--- config.mk ---
export PLATFORM = sky130hd
export DESIGN_NAME = game_ctrl
export DESIGN_NICKNAME = d
export VERILOG_FILES = /design/src/rtl/game_ctrl.sv
export SDC_FILE = /design/constraint.sdc
export NUM_CORES = 1
export LEC_CHECK = 0
export CAP_MARGIN = 20
export CORE_AREA = 2 2 68 70
export CTS_BUF_LIST = sky130_fd_sc_hd__clkbuf_8
export DETAILED_ROUTE_END_ITERATION = 7
export DIE_AREA = 0 0 70 72
export PLACE_DENSITY = 0.76
export REMOVE_ABC_BUFFERS = 1
export SLEW_MARGIN = 20
export SYNTH_ARGS = -nofsm -noshare
export SYNTH_HDL_FRONTEND = slang
export SYNTH_SLANG_ARGS = --single-unit
--- constraint.sdc ---
create_clock -name clk -period 1.5 [get_ports clk]
set_input_delay 0.225 -clock clk [delete_from_list [all_inputs] [get_ports clk]]
set_output_delay 0.225 -clock clk [all_outputs]
set_load 0.005 [all_outputs]
--- src/rtl/game_ctrl.sv ---
// Two-player round-based game controller: start handshake, timed scoring window,
// result comparison against a rival score, and multi-round match sequencing.
module game_ctrl #(
  parameter  int SCORE_W     = 8,
  parameter  int GAME_CYCLES = 1000,
  parameter  int ROUNDS      = 3,
  localparam int TW          = $clog2(GAME_CYCLES + 1),
  localparam int RW          = $clog2(ROUNDS + 1)
) (
  input  logic               clk,
  input  logic               rst,
  input  logic               btn_start,
  input  logic               btn_ack,
  input  logic               start_sig,
  input  logic               hit,
  input  logic [SCORE_W-1:0] rival_score,
  input  logic               rival_valid,
  output logic [SCORE_W-1:0] my_score,
  output logic [1:0]         state_out,
  output logic [TW-1:0]      time_left,
  output logic [RW-1:0]      round_num,
  output logic               led_win,
  output logic               led_lose,
  output logic               led_draw,
  output logic               match_over
);

  typedef enum logic [1:0] {
    ST_IDLE  = 2'b00,
    ST_WAIT  = 2'b01,
    ST_GAME  = 2'b10,
    ST_SCORE = 2'b11
  } state_t;

  localparam logic [SCORE_W-1:0] SCORE_MAX  = {SCORE_W{1'b1}};
  localparam logic [TW-1:0]      TIME_LOAD  = TW'(GAME_CYCLES);
  localparam logic [RW-1:0]      ROUND_LAST = RW'(ROUNDS);

  state_t             state_q,      state_d;
  logic [SCORE_W-1:0] my_score_q,   my_score_d;
  logic [SCORE_W-1:0] rival_q,      rival_d;
  logic [TW-1:0]      time_left_q,  time_left_d;
  logic [RW-1:0]      round_q,      round_d;
  logic               led_win_q,    led_win_d;
  logic               led_lose_q,   led_lose_d;
  logic               led_draw_q,   led_draw_d;
  logic               match_over_q, match_over_d;
  logic               res_valid_q,  res_valid_d;
  logic               btn_start_d_q;
  logic               btn_ack_d_q;

  logic start_edge_s;
  logic ack_edge_s;

  // Rising-edge detection against last cycle's button level.
  always_comb begin
    start_edge_s = btn_start & ~btn_start_d_q;
    ack_edge_s   = btn_ack & ~btn_ack_d_q;
  end

  // Next-state and datapath update for every state.
  always_comb begin
    state_d      = state_q;
    my_score_d   = my_score_q;
    rival_d      = rival_q;
    time_left_d  = time_left_q;
    round_d      = round_q;
    led_win_d    = led_win_q;
    led_lose_d   = led_lose_q;
    led_draw_d   = led_draw_q;
    match_over_d = 1'b0;
    res_valid_d  = res_valid_q;

    case (state_q)
      ST_IDLE: begin
        if (start_edge_s) begin
          state_d = ST_WAIT;
          round_d = RW'(1);
        end else begin
          state_d = ST_IDLE;
        end
      end

      ST_WAIT: begin
        if (start_sig) begin
          state_d     = ST_GAME;
          time_left_d = TIME_LOAD;
          my_score_d  = '0;
          led_win_d   = 1'b0;
          led_lose_d  = 1'b0;
          led_draw_d  = 1'b0;
        end else begin
          state_d = ST_WAIT;
        end
      end

      ST_GAME: begin
        if (hit && (my_score_q != SCORE_MAX)) begin
          my_score_d = my_score_q + SCORE_W'(1);
        end else begin
          my_score_d = my_score_q;
        end
        // A zero count can only follow corruption; leave GAME rather than wrap.
        if (time_left_q <= TW'(1)) begin
          state_d     = ST_SCORE;
          time_left_d = '0;
        end else begin
          time_left_d = time_left_q - TW'(1);
        end
      end

      ST_SCORE: begin
        if (res_valid_q) begin
          led_win_d  = (my_score_q > rival_q);
          led_lose_d = (my_score_q < rival_q);
          led_draw_d = (my_score_q == rival_q);
        end else begin
          led_win_d  = led_win_q;
        end
        if (!res_valid_q && rival_valid) begin
          rival_d     = rival_score;
          res_valid_d = 1'b1;
        end else if (res_valid_q && ack_edge_s) begin
          res_valid_d = 1'b0;
          if (round_q < ROUND_LAST) begin
            state_d = ST_WAIT;
            round_d = round_q + RW'(1);
          end else begin
            state_d      = ST_IDLE;
            round_d      = '0;
            match_over_d = 1'b1;
          end
        end else begin
          res_valid_d = res_valid_q;
        end
      end

      default: begin
        state_d     = ST_IDLE;
        round_d     = '0;
        res_valid_d = 1'b0;
      end
    endcase
  end

  // State and output registers with synchronous reset.
  always_ff @(posedge clk) begin
    if (rst) begin
      state_q       <= ST_IDLE;
      my_score_q    <= '0;
      rival_q       <= '0;
      time_left_q   <= '0;
      round_q       <= '0;
      led_win_q     <= 1'b0;
      led_lose_q    <= 1'b0;
      led_draw_q    <= 1'b0;
      match_over_q  <= 1'b0;
      res_valid_q   <= 1'b0;
      btn_start_d_q <= 1'b0;
      btn_ack_d_q   <= 1'b0;
    end else begin
      state_q       <= state_d;
      my_score_q    <= my_score_d;
      rival_q       <= rival_d;
      time_left_q   <= time_left_d;
      round_q       <= round_d;
      led_win_q     <= led_win_d;
      led_lose_q    <= led_lose_d;
      led_draw_q    <= led_draw_d;
      match_over_q  <= match_over_d;
      res_valid_q   <= res_valid_d;
      btn_start_d_q <= btn_start;
      btn_ack_d_q   <= btn_ack;
    end
  end

  assign my_score   = my_score_q;
  assign state_out  = state_q;
  assign time_left  = time_left_q;
  assign round_num  = round_q;
  assign led_win    = led_win_q;
  assign led_lose   = led_lose_q;
  assign led_draw   = led_draw_q;
  assign match_over = match_over_q;

endmodule

==> results of run 1 <==
## worst max-delay path by stage
stage                 start      endpoint  slack, ps  depth (start not counted)
6_report       time_left[4]  time_left[9]       -160                          4
5_1_grt        time_left[1]  time_left[9]       -210                          5
4_1_cts        time_left[7]  time_left[9]       -160                          4
3_5_place_dp   time_left[0]  time_left[4]       -230                          5
3_3_place_gp   time_left[0]  time_left[4]       -170                          5
2_1_floorplan  time_left[4]  time_left[9]       -180                          4
## through the flow
stage	utilization, %	cell area [um^2]	TNS (ps)
6_report	74.4	3170	-974
5_1_grt	74.4	3170	-2250
4_1_cts	70.7	3020	-709
3_5_place_dp	65.1	2780	-2960
3_3_place_gp	65.1	2780	-2130
2_1_floorplan	-	1940	-580
## kinds of logic after synthesis
kind of cell	Yosys count	share of synthesized area, %
adders and majority gates	12	7.59
buffers and inverters	23	4.62
DFF	37	37.4
xor gates and xnor gates	1	0.443
and+or+nand+nor	101	29.9
AOI/OAI and AO/OA	52	17.3
muxes	5	2.78
## per-layer routing
metal / global-route usage [%] / vias to the layer above / part of all wire [%]
li1: - / 1028 / -
met1: 26.0 / 978 / 41
met2: 39.9 / 47 / 52
met3: 3.06 / 19 / 3.2
met4: 8.33 / 0 / 3.1
met5: 0 / - / 0
## repair_timing
item | in CTS | in global routing
resized for setup | 46 | 41
endpoints found under the hold margin | 0 | 0
setup buffers | 3 | 5
endpoints found under the setup margin | 25 | 31
pin swaps | 6 | 11
## placed cells by master (no fill, tap or decap), types with 3 or more instances in the layout
cell / Yosys / final
nand3b_1: 3 / 3
buf_6: 0 / 5
dlygate4sd2_1: 0 / 8
or4_1: 3 / 3
or3_1: 3 / 3
ha_4: 0 / 6
nor2_1: 13 / 11
nand3_1: 15 / 15
dfxtp_1: 37 / 12
a21oi_1: 20 / 17
nand2_1: 23 / 23
ha_1: 12 / 5
clkbuf_8: 0 / 7
dfxtp_2: 0 / 19
mux2i_1: 4 / 4
dfxtp_4: 0 / 6
nor3_1: 10 / 10
nor2b_1: 6 / 6
nand2b_1: 6 / 5
inv_1: 15 / 9
inv_2: 0 / 6
clkdlybuf4s50_1: 0 / 24
o21ai_0: 6 / 4
a31oi_1: 3 / 3
a21oi_2: 1 / 4
buf_4: 0 / 52
dlymetal6s2s_1: 0 / 8
## flip-flops by register name, indices dropped and copies added, names as in the netlist, named ones only
register and count:
btn_ack_d_q 1, btn_start_d_q 1, led_draw 1, led_lose 1, led_win 1, match_over 1
my_score 8, res_valid_q 1, rival_q 8, round_num 2, state_out 1, time_left 10
## worst min-delay path: stages, from the launching register on
cell     delay [ps]
dfxtp_2         320
nand2_1          50
a21oi_1          50
## power breakdown
group / internal (mW) / switching (mW) / total, mW
registers: 1.04 / 0.0585 / 1.10
logic: 0.510 / 0.399 / 0.910
clock network: 0.416 / 0.366 / 0.782
## layout make-up
cell class	count	area [um^2]	area share, %
clock buffers	7	96.3	3.04
clock inverters	1	5.00	0.158
inverters	15	56.3	1.77
multi-input cells	171	1310	41.2
flip-flops and latches	37	787	24.8
well taps	52	65.1	2.05
repair buffers	97	857	27.0
==> out/metrics.yaml, run 1 <==
power_mw: 2.79
drive_above_1_share_pct: 39.0
reg2regPathDepth: 4
ys_dominant_reg_cell: "dfxtp_1"
synthCells: 231
dr.pass1.iters: 4
die_w_um: 70
cts_tree: "yes"
clockRootBuffer: "clkbuf_8"
whs_path_depth: 2
violations: "setup timing"
reg2reg_to: "time_left[9]"
ctsHoldBuffers: 0
gp_congestion: 0.877
rrSetupSlack_ps: -160
power.leakage_nw: 1.38
worstPathCellList: "or4_4 > nor4_4 > mux2_4 > a21oi_2"
crit_buf_inv: 0
synthArstFlopShare_pct: 0
fill_cells: 302
seq_area_frac_synth_pct: 37.4
final_hold_viol_count: 0
gr-usage-all-layers_pct: 21.8
critPathTopFamily: "simple AND/OR/NAND/NOR gates"
dp_slack_ps: -229
htreeDepth: 2
hold_end: "rival_q[7]"
synth_edf_count: 0
ys_warn_count: 0
syn_to_final_growth_pct: 60.4
max_freq_mhz: 603
clockBufferDepth: 2
drtAntennaViolNets: 0
drcViolationCount: 0
fin_crit_ps: 1660
vias: 2072
syn_avg_cell_area_um2: 8.56
ir_drop_v: 0.000741
synth.distinct_cells: 48
fin_cells: 380
yosysTopAreaCell: "dfxtp_1"
antenna_found_initial: 0
wirelength_um: 5720
fin_ws_ps: -158
drv_cap: 0
outcome: "finished with violations"
min_period_over_period_pct: 111
cp.arrival_ps: 1890
crit_fanout: 3
power_per_cell_area_mw_per_mm2: 878
r2r-start: "time_left[4]"
clk_latency_ps: 290
ys_ff_latch: 37
vias_per_cell: 5.45
post-dp-hpwl_um: 3840
worst_pin_slew_ps: 380
fp.dieH_um: 72
worstPathRequired_ps: 1730
crit_type: "reg2reg"
grt_max_degree: 19
dp.cells: 364
core_area_mm2: 0.00426
port_buffers: 40
synth_top_cell_area_share_pct: 37.4
grt_pass1_vias: 2044
insertedDiodeCount: 0
rsz0062_at_grt: "true"
maxSlewHeadroom_pct: 74.0
die-area_mm2: 0.00504
critPathSlowestCell: "or4_4"
grt_pass1_wl_um: 8910
clock-sinks: 37
endpoint_kind: "flop"
max_stage_delay_ps: 580
num_rows: 24
clk_pin_slew_ps: 80
num-nets-final: 354
crit_path_start_kind: "flop"
initial_core_util_pct: 46.4
syn_area_mm2: 0.00198
maxSlewViolCount: 0
synthTopCellsByArea: "dfxtp_1, ha_1, a21oi_1"
whs_ps: 459
hold_path_class: "reg2reg"
grt_overflow_total: 0
wl_per_cell_um: 15.1
first_iter_violations: 128
synthTopCellsByCount: "dfxtp_1, nand2_1, a21oi_1"
min_from: "rival_q[7]"
skew_ps: 4.52
yosys.cell_count.top_type: "dfxtp_1"
numCtsBuffers: 5
setup_viol: 14
io_pins: 41
Power figures use the tool's default switching activity.
==> run 2: changes to the inputs <==
--- a/config.mk
+++ b/config.mk
@@ -6,11 +6,12 @@
 export NUM_CORES = 1
 export LEC_CHECK = 0
 export CAP_MARGIN = 20
-export CORE_AREA = 2 2 68 70
+export CORE_AREA = 2 2 65 67
 export CTS_BUF_LIST = sky130_fd_sc_hd__clkbuf_8
 export DETAILED_ROUTE_END_ITERATION = 7
-export DIE_AREA = 0 0 70 72
-export PLACE_DENSITY = 0.76
+export DIE_AREA = 0 0 67 69
+export GPL_ROUTABILITY_DRIVEN = 1
+export PLACE_DENSITY = 0.79
 export REMOVE_ABC_BUFFERS = 1
 export SLEW_MARGIN = 20
 export SYNTH_ARGS = -nofsm -noshare
==> constraint.sdc (replaced) <==
create_clock -name clk -period 1.7 [get_ports clk]
set_input_delay 0.255 -clock clk [delete_from_list [all_inputs] [get_ports clk]]
set_output_delay 0.255 -clock clk [all_outputs]
set_load 0.005 [all_outputs]
==> run 2 against run 1 <==
Against the previous run: the run now ends clean; sequential power fell by 12%; hold slack got worse by 1.8 ps; clock-buffer cell count is 2 lower; critical path type unchanged; critical endpoint unchanged.
==> out/metrics.yaml, run 2 (same netlist as run 1, synthesis figures left out) <==
grt_max_degree: 17  # was 19
cts_tree: "yes"  # unchanged
htreeDepth: 2  # unchanged
critPathSlowestCell: "or4_4"  # unchanged
die_w_um: 67  # was 70 um
clock-sinks: 37  # unchanged
worstPathRequired_ps: 1920  # was 1730 ps
crit_type: "reg2reg"  # unchanged
crit_fanout: 4  # was 3
drv_cap: 0  # unchanged
num-nets-final: 326  # was 354
wirelength_um: 4750  # was 5720 um
power.leakage_nw: 1.02  # was 1.38 nW
max_freq_mhz: 607  # was 603 MHz
reg2reg_to: "time_left[9]"  # unchanged
layout_common_cells: "clkdlybuf4s50_1, dfxtp_1, buf_4, nand2_1, a21oi_1"  # was buf_4, clkdlybuf4s50_1, nand2_1, dfxtp_2, a21oi_1
first_iter_violations: 90  # was 128
core_area_mm2: 0.00391  # was 0.00426 mm^2
clockBufferDepth: 2  # unchanged
vias_per_cell: 5.51  # was 5.45
initial_core_util_pct: 50.5  # was 46.4%
critPathTopFamily: "simple AND/OR/NAND/NOR gates"  # unchanged
drive_above_1_share_pct: 19.7  # was 39.0%
dp_slack_ps: -23.7  # was -229 ps
cp.depth: 5  # was 4
io_pins: 41  # unchanged
drtAntennaViolNets: 0  # unchanged
setup.worst_path.end: "time_left[9]"  # unchanged
whs_ps: 458  # was 459 ps
clockRootBuffer: "clkbuf_8"  # unchanged
fp.dieH_um: 69  # was 72 um
post-dp-hpwl_um: 3650  # was 3840 um
vias: 1927  # was 2072
grt_pass1_wl_um: 8150  # was 8910 um
maxSlewHeadroom_pct: 66.8  # was 74.0%
worstPathCellList: "buf_6 > or4_4 > nor4_4 > mux2_4 > a21oi_2"  # was or4_4 > nor4_4 > mux2_4 > a21oi_2
r2r-start: "time_left[1]"  # was time_left[4]
dp.cells: 342  # was 364
min_period_over_period_pct: 97.0  # was 111%
crit_buf_inv: 1  # was 0
skew_ps: 6.61  # was 4.52 ps
endpoint_kind: "flop"  # unchanged
p_clk_share_pct: 26.6  # was 28.1%
syn_to_final_growth_pct: 39.8  # was 60.4%
critPathLaunch: "time_left[1]"  # was time_left[4]
final_hold_viol_count: 0  # unchanged
hold_path_class: "reg2reg"  # unchanged
rsz0062_at_grt: "false"  # was true
drcViolationCount: 0  # unchanged
fin_cells: 350  # was 380
grt_pass1_vias: 1810  # was 2044
power_mw: 2.19  # was 2.79 mW
intPower_mw: 1.54  # was 1.96 mW
gp_congestion: 0.843  # was 0.877
fin_ws_ps: 51.7  # was -158 ps
outcome: "completed"  # was finished with violations
p_sw_uw: 650  # was 824 uW
comb_power_share_pct: 29.1  # was 32.6%
maxSlewViolCount: 0  # unchanged
port_buffers: 40  # unchanged
layout_commonest_cell: "clkdlybuf4s50_1"  # was buf_4
numCtsBuffers: 5  # unchanged
rrSetupSlack_ps: 50  # was -160 ps
seqPwrFrac_pct: 44.3  # was 39.3%
power_per_cell_area_mw_per_mm2: 792  # was 878 mW/mm^2
dr.pass1.iters: 4  # unchanged
postCtsSetupBuffers: 0  # was 3
clk_pin_slew_ps: 70  # was 80 ps
gr-usage-all-layers_pct: 22.4  # was 21.8%
num_rows: 23  # was 24
swShare_pct: 29.7  # was 29.6%
clk_latency_ps: 290  # about the same
ir_drop_v: 0.000420  # was 0.000741 V
die-area_mm2: 0.00462  # was 0.00504 mm^2
max_stage_delay_ps: 550  # was 580 ps
cp.arrival_ps: 1870  # was 1890 ps
antenna_found_initial: 0  # unchanged
crit_path_start_kind: "flop"  # unchanged
wl_per_cell_um: 13.6  # was 15.1 um
reg2regPathDepth: 5  # was 4
insertedDiodeCount: 0  # unchanged
worst_pin_slew_ps: 490  # was 380 ps
largest_reg_flops: 10  # unchanged
grt_overflow_total: 0  # unchanged
fin_crit_ps: 1650  # was 1660 ps
setup_viol: 0  # was 14
-- run 2: cell types whose count changed in the layout (fill, tap and decap cells not counted), sizes merged --
cell / change
buf: -28
clkbuf: -2
dlygate4sd2: -8
clkdlybuf4s50: +16
dlymetal6s2s: -8
inv: +1
clkinv: +1
-- run 2: area by class of cell --
class | count | area (um^2)
Multi-Input combinational cell | 171 | 1200
Fill cell | 324 | 1150
Sequential cell | 37 | 746
Timing Repair Buffer | 69 | 622
Clock buffer | 5 | 68.8
Tap cell | 50 | 62.6
Inverter | 15 | 56.3
Clock inverter | 3 | 13.8
-- run 2: repair_timing --
| action | in CTS | in global routing |
|---|---|---|
| hold buffers | 0 | 0 |
| gates cloned | 0 | 0 |
| pin swaps | 0 | 2 |
| gates resized for setup | 4 | 10 |
| endpoints found under the setup margin | 5 | 6 |
-- run 2: worst min-delay path, delay by kind of cell, from the launching register on --
| family | cells | cell delay [ps] |
|---|---|---|
| AOI/OAI and AO/OA | 1 | 50 |
| and+or+nand+nor | 1 | 50 |
| DFF | 1 | 310 |
-- run 2: worst min-delay path by stage --
stage / endpoint / depth (start not counted) / startpoint / slack, ps
2_1_floorplan: time_left[9] / 1 / rst / 320
3_3_place_gp: rival_q[1] / 2 / rival_q[1] / 440
3_5_place_dp: rival_q[1] / 2 / rival_q[1] / 450
4_1_cts: rival_q[1] / 2 / rival_q[1] / 460
5_1_grt: rival_q[1] / 2 / rival_q[1] / 490
6_report: rival_q[6] / 2 / rival_q[6] / 460
-- run 2: routing by layer --
metal  vias to the layer above  GRT usage (%)  share of wire (%)
met3                         7           4.40                4.6
met2                        43           35.5                 46
met5                         -              0                  0
met1                       903           30.7                 48
li1                        974              -                  -
met4                         0           6.35                1.2
-- run 2: metrics by stage --
step                utilization [%]  area, um^2  TNS [ps]
finish                         70.7        2770         0
global route                   70.7        2770         0
CTS                            69.4        2720         0
detailed placement             67.0        2620     -39.3
global placement               67.0        2620         0
floorplan                         -        1940         0
-- run 2: power by group through the flow --
stage / combinational (mW) / clock [mW] / sequential [mW]
final: 0.637 / 0.583 / 0.971
after global routing: 0.698 / 0.638 / 0.981
after CTS: 0.616 / 0.595 / 0.970
after detailed placement: 0.603 / 0 / 0.987
after global placement: 0.589 / 0 / 0.986
after floorplan: 0.320 / 0 / 0.995
